--- config.mk ---
export PLATFORM = sky130hd
export DESIGN_NAME = mdu_serial
export DESIGN_NICKNAME = d
export VERILOG_FILES = /design/src/rtl/mdu_serial.sv
export SDC_FILE = /design/constraint.sdc
export NUM_CORES = 2
export LEC_CHECK = 0
export BUFFER_PORTS_ARGS = -buffer_cell sky130_fd_sc_hd__buf_2
export CAP_MARGIN = 10
export CORE_MARGIN = 4
export CORE_UTILIZATION = 30
export DETAILED_ROUTE_END_ITERATION = 8
export PLACE_DENSITY = 0.4
export SYNTH_ARGS = -nofsm -noshare
export SYNTH_HDL_FRONTEND = slang
export SYNTH_SLANG_ARGS = --single-unit
--- constraint.sdc ---
create_clock -name clock -period 9.6 [get_ports clock]
set_input_delay 0.48 -clock clock [delete_from_list [all_inputs] [get_ports clock]]
set_output_delay 0.48 -clock clock [all_outputs]
set_load 0.05 [all_outputs]
--- src/rtl/mdu_serial.sv ---
// RV32M multiply/divide unit: one-cycle 33x33 multiply, 32-iteration restoring divide,
// division corner cases resolved at accept. One tagged writeback pulse per accepted op.
module mdu_serial #(
    parameter int unsigned XLEN     = 32,
    parameter int unsigned IdxWidth = 3
) (
    input  logic                clock,
    input  logic                rst_ni,
    input  logic                mdu_valid,
    input  logic [XLEN-1:0]     operand_a,
    input  logic [XLEN-1:0]     operand_b,
    input  logic [2:0]          operation,
    input  logic [IdxWidth-1:0] trans_id,
    output logic                mdu_ready,
    output logic                result_valid,
    output logic [XLEN-1:0]     result,
    output logic [IdxWidth-1:0] result_id
);

    typedef enum logic [1:0] {
        S_IDLE = 2'd0,
        S_MUL  = 2'd1,
        S_DIV  = 2'd2,
        S_DONE = 2'd3
    } state_e;

    localparam logic [XLEN-1:0] Zero   = {XLEN{1'b0}};
    localparam logic [XLEN-1:0] Ones   = {XLEN{1'b1}};
    localparam logic [XLEN-1:0] MinInt = {1'b1, {(XLEN-1){1'b0}}};

    function automatic logic [XLEN-1:0] neg_f(input logic [XLEN-1:0] x);
        return Zero - x;
    endfunction

    // Magnitude of a signed operand; the most negative value maps to itself read as unsigned.
    function automatic logic [XLEN-1:0] abs_f(input logic [XLEN-1:0] x, input logic sgn);
        return (sgn && x[XLEN-1]) ? neg_f(x) : x;
    endfunction

    state_e                state_q, state_d;
    logic [XLEN-1:0]       opa_q, opa_d;
    logic [XLEN-1:0]       opb_q, opb_d;
    logic [XLEN-1:0]       rem_q, rem_d;
    logic [1:0]            op_q, op_d;
    logic [IdxWidth-1:0]   tid_q, tid_d;
    logic [4:0]            cnt_q, cnt_d;
    logic                  negq_q, negq_d;
    logic                  negr_q, negr_d;
    logic [XLEN-1:0]       result_q, result_d;
    logic [IdxWidth-1:0]   result_id_q, result_id_d;

    logic                  start_s;
    logic                  is_div_s;
    logic                  sgn_div_s;
    logic                  b_zero_s;
    logic                  ovf_s;
    logic                  special_s;
    logic [XLEN-1:0]       special_res_s;
    logic                  sign_a_s;
    logic                  sign_b_s;
    logic [2*XLEN-1:0]     ext_a_s;
    logic [2*XLEN-1:0]     ext_b_s;
    logic [2*XLEN-1:0]     prod_s;
    logic [XLEN:0]         rem_shift_s;
    logic [XLEN:0]         diff_s;
    logic [XLEN-1:0]       rem_next_s;
    logic [XLEN-1:0]       quo_next_s;
    logic [XLEN-1:0]       div_res_s;

    // Accept decode and division corner-case detection on the raw inputs.
    always_comb begin
        start_s   = mdu_valid && (state_q == S_IDLE);
        is_div_s  = operation[2];
        sgn_div_s = ~operation[0];
        b_zero_s  = (operand_b == Zero);
        ovf_s     = sgn_div_s && (operand_a == MinInt) && (operand_b == Ones);
        special_s = is_div_s && (b_zero_s || ovf_s);
        if (b_zero_s) begin
            special_res_s = operation[1] ? operand_a : Ones;
        end else begin
            special_res_s = operation[1] ? Zero : MinInt;
        end
    end

    // Multiply and one restoring-division step on the latched operands.
    always_comb begin
        sign_a_s    = (op_q != 2'd3);
        sign_b_s    = ~op_q[1];
        ext_a_s     = {{XLEN{sign_a_s & opa_q[XLEN-1]}}, opa_q};
        ext_b_s     = {{XLEN{sign_b_s & opb_q[XLEN-1]}}, opb_q};
        prod_s      = ext_a_s * ext_b_s;
        rem_shift_s = {rem_q, opa_q[XLEN-1]};
        diff_s      = rem_shift_s - {1'b0, opb_q};
        if (!diff_s[XLEN]) begin
            rem_next_s = diff_s[XLEN-1:0];
            quo_next_s = {opa_q[XLEN-2:0], 1'b1};
        end else begin
            rem_next_s = rem_shift_s[XLEN-1:0];
            quo_next_s = {opa_q[XLEN-2:0], 1'b0};
        end
        if (op_q[1]) begin
            div_res_s = negr_q ? neg_f(rem_next_s) : rem_next_s;
        end else begin
            div_res_s = negq_q ? neg_f(quo_next_s) : quo_next_s;
        end
    end

    // Next-state logic.
    always_comb begin
        state_d = state_q;
        case (state_q)
            S_IDLE: begin
                if (start_s) begin
                    if (!is_div_s) begin
                        state_d = S_MUL;
                    end else if (special_s) begin
                        state_d = S_DONE;
                    end else begin
                        state_d = S_DIV;
                    end
                end else begin
                    state_d = S_IDLE;
                end
            end
            S_MUL:   state_d = S_DONE;
            S_DIV:   state_d = (cnt_q == 5'd0) ? S_DONE : S_DIV;
            S_DONE:  state_d = S_IDLE;
            default: state_d = S_IDLE;
        endcase
    end

    // Datapath register updates per state.
    always_comb begin
        opa_d       = opa_q;
        opb_d       = opb_q;
        rem_d       = rem_q;
        op_d        = op_q;
        tid_d       = tid_q;
        cnt_d       = cnt_q;
        negq_d      = negq_q;
        negr_d      = negr_q;
        result_d    = result_q;
        result_id_d = result_id_q;
        case (state_q)
            S_IDLE: begin
                if (start_s) begin
                    op_d   = operation[1:0];
                    tid_d  = trans_id;
                    opa_d  = is_div_s ? abs_f(operand_a, sgn_div_s) : operand_a;
                    opb_d  = is_div_s ? abs_f(operand_b, sgn_div_s) : operand_b;
                    rem_d  = Zero;
                    cnt_d  = 5'd31;
                    negq_d = sgn_div_s && (operand_a[XLEN-1] ^ operand_b[XLEN-1]);
                    negr_d = sgn_div_s && operand_a[XLEN-1];
                    if (special_s) begin
                        result_d    = special_res_s;
                        result_id_d = trans_id;
                    end else begin
                        result_d    = result_q;
                        result_id_d = result_id_q;
                    end
                end else begin
                    op_d = op_q;
                end
            end
            S_MUL: begin
                result_d    = (op_q == 2'd0) ? prod_s[XLEN-1:0] : prod_s[2*XLEN-1:XLEN];
                result_id_d = tid_q;
            end
            S_DIV: begin
                opa_d = quo_next_s;
                rem_d = rem_next_s;
                cnt_d = cnt_q - 5'd1;
                if (cnt_q == 5'd0) begin
                    result_d    = div_res_s;
                    result_id_d = tid_q;
                end else begin
                    result_d    = result_q;
                    result_id_d = result_id_q;
                end
            end
            S_DONE:  cnt_d = cnt_q;
            default: cnt_d = cnt_q;
        endcase
    end

    // State and datapath registers.
    always_ff @(posedge clock or negedge rst_ni) begin
        if (!rst_ni) begin
            state_q     <= S_IDLE;
            opa_q       <= Zero;
            opb_q       <= Zero;
            rem_q       <= Zero;
            op_q        <= 2'd0;
            tid_q       <= {IdxWidth{1'b0}};
            cnt_q       <= 5'd0;
            negq_q      <= 1'b0;
            negr_q      <= 1'b0;
            result_q    <= Zero;
            result_id_q <= {IdxWidth{1'b0}};
        end else begin
            state_q     <= state_d;
            opa_q       <= opa_d;
            opb_q       <= opb_d;
            rem_q       <= rem_d;
            op_q        <= op_d;
            tid_q       <= tid_d;
            cnt_q       <= cnt_d;
            negq_q      <= negq_d;
            negr_q      <= negr_d;
            result_q    <= result_d;
            result_id_q <= result_id_d;
        end
    end

    // Outputs decoded from registered state and result registers.
    always_comb begin
        mdu_ready    = (state_q == S_IDLE);
        result_valid = (state_q == S_DONE);
        result       = result_q;
        result_id    = result_id_q;
    end

endmodule

==> flow_summary.json <==
{
  "timing.setup.tns_ns": 0,
  "pin_count": 110,
  "tritoncts": "yes",
  "crit_required_ns": 10.00,
  "use_met2_pct": 39.2,
  "post-route-period-util_pct": 95.6,
  "start_util_pct": 30.3,
  "min_from": "trans_id[1]",
  "die_area_um2": 174000,
  "grt_util_met3_pct": 1.60,
  "synth_common_cells": "1187 x inv_1, 1126 x fa_1, 953 x nand2_1",
  "hpwl_mm": 164,
  "critical_path_class": "register to register",
  "fin_nets": 7240,
  "timing.rr.end": "result[19]",
  "post_drt_wl_per_cell_um": 24.3,
  "drc": 0,
  "cts_max_level": 4,
  "grt-busiest-layer": "met2",
  "drive_above_1_share_pct": 6.83,
  "synth_edf_count": 0,
  "cts_root_buffer": "clkbuf_16",
  "num_vias": 39800,
  "hold_end": "tid_q[1]",
  "setup_viol": 0,
  "critPathMaxFanout": 20,
  "maxSlewHeadroom_pct": 19.3,
  "seqCellArea_um2": 3650,
  "routabilityCongestion": 0.929,
  "finalClockSkew_ns": 0.0241,
  "cp-start-kind": "register",
  "synthCells": 5815,
  "fin_crit_ns": 9.18,
  "avgSynthCellArea_um2": 8.62,
  "ys.flop_type": "dfrtp_1",
  "yosys_warnings": 0,
  "grt_pass1_vias": 42300,
  "netlist_area_um2": 50100,
  "syn_to_final_growth_pct": 8.31,
  "core-area_um2": 166000,
  "tightest_slew_ns": 1.20,
  "synth_nets": 7269,
  "clkTransAtPathRegs_ns": 0.08,
  "worstHoldPathType": "input pin to register",
  "postRouteAntennaNets": 0,
  "clockBufferDepth": 2,
  "outcome": "complete, no violations",
  "viasPerCell": 4.97,
  "grt.total_usage_pct": 22.6,
  "ys_seq_area_share_pct": 7.24,
  "antenna_found_initial": 12,
  "endpoint_kind": "register",
  "synth_top_area_share_pct": 45.0,
  "rows": 149,
  "multi_input_area_um2": 40800,
  "ys_types": 88,
  "clkSinkCount": 145,
  "num-fill-cells": 17700,
  "cap_viol_max_count": 0,
  "timing.hold.worst_path_depth": 2,
  "die_y_um": 417,
  "synthMostInstantiatedCell": "inv_1",
  "insertion_delay_ns": 0.54,
  "yosys-top-cells-area": "fa_1 45%, inv_1 8.9%, dfrtp_1 7.2%, nand2_1 7.1%, ha_1 6.4%",
  "hold_viol_final": 0,
  "dieWidth_um": 417,
  "r2r-start": "opa_q[8]",
  "drt_iter0_markers": 2604,
  "timing.reg2reg.setup_slack_ns": 0.42,
  "synth_top_cell_by_area": "fa_1",
  "crit_arrival_ns": 9.58,
  "grt_pass1_wl_mm": 291,
  "rsz0062_at_grt": "false",
  "firstDrtPassIters": 5,
  "finalWirelength_mm": 194,
  "max_freq_mhz": 109,
  "ys_ff_latch": 145,
  "async_flop_share_pct": 100,
  "port_buffers": 109,
  "grt.overflow.total": 0,
  "grt_max_degree": 82,
  "cts_buffers": 17,
  "gr-usage-met1_pct": 30.2,
  "maxSlewViolCount": 0,
  "worstRegToRegCells": 27
}
-- layer usage --
layer,vias to the layer above,wire [µm]
met1,21100,84400
met5,-,0
met4,0,6620
met2,885,96200
met3,167,6730
li1,17700,-
-- what timing repair did --
item	in CTS	in global routing
gates resized for setup	0	2
buffers inserted	0	0
endpoints found under the hold margin	38	0
setup endpoints to repair	0	6
hold buffers	1	0
-- final cells by class --
type | instances | share of cell area, %
clock inverter | 13 | 0.253
antenna | 10 | 0.0461
timing repair buffer | 297 | 3.80
sequential | 145 | 6.72
multi-input combinational | 4133 | 75.1
tap | 2189 | 5.04
clock buffer | 19 | 0.816
inverter | 1192 | 8.24
-- critical path, cell delays in order, from the launching register on --
cell and delay [ns]:
dfrtp_1 0.79, buf_4 0.42, and2_1 0.19, fa_1 0.45, fa_1 0.55, inv_1 0.05
fa_1 0.48, fa_1 0.54, inv_1 0.05, fa_1 0.49, fa_1 0.47, fa_1 0.51
inv_1 0.05, fa_1 0.47, inv_1 0.07, ha_1 0.39, nand2_1 0.10, o21ai_0 0.25
nor3b_1 0.08, a2bb2oi_1 0.41, or2_2 0.24, a311oi_1 0.11, nor3_1 0.58, nand4_1 0.20
a31oi_1 0.24, mux2i_1 0.18, a221oi_2 0.56, a21oi_1 0.07
-- cell families after synthesis --
family | synth area share (%)
buf+inv | 11.6
simple gates | 16.1
xor+xnor | 3.30
compound gates | 9.47
flops | 7.24
fa+ha+maj | 51.3
mux | 1.01
-- state kept, by name (all words and copies together) (netlist names) --
register / flops
state_q: 2
cnt_q: 5
opb_q: 32
tid_q: 3
opa_q: 32
result_id: 3
negq_q: 1
result: 32
negr_q: 1
rem_q: 32
op_q: 2
-- worst max-delay path by stage --
stage | startpoint | to | slack (ns) | depth (start not counted)
floorplan | opa_q[31] | result[23] | 0.78 | 32
global placement | opa_q[8] | result[28] | 0.40 | 28
detailed placement | opa_q[8] | result[28] | 0.28 | 28
CTS | opa_q[8] | result[28] | 0.25 | 28
global route | opb_q[1] | result[28] | 0.1 | 29
finish | opa_q[8] | result[19] | 0.42 | 27
-- cell usage in the layout (no fill, tap or decap), types with 95 or more instances in the layout --
master,n
dfrtp_1,127
nor2_1,196
fa_1,1126
ha_1,254
buf_2,108
o21ai_0,249
a21oi_1,167
and2_1,324
inv_1,1187
xor2_1,95
nand2_1,952
buf_4,179
-- through the flow --
| step | worst slack (ns) | util, % | instance area, µm² | hold WS (ns) | std cells |
|---|---|---|---|---|---|
| 6_report | 0.422 | 32.8 | 54300 | 0.188 | 7998 |
| 5_1_grt | 0.0982 | 32.8 | 54300 | 0.176 | 7995 |
| 4_1_cts | 0.252 | 32.8 | 54300 | 0.157 | 7988 |
| 3_5_place_dp | 0.281 | 32.4 | 53700 | 0.474 | 7955 |
| 3_3_place_gp | 0.396 | 32.4 | 53700 | 0.463 | 7955 |
| 2_1_floorplan | 0.782 | - | 50100 | 0.184 | 5815 |
Power is left out: the tool's default activity adds up to more than one toggle a clock period on the data nets, which glitch-free logic cannot reach.
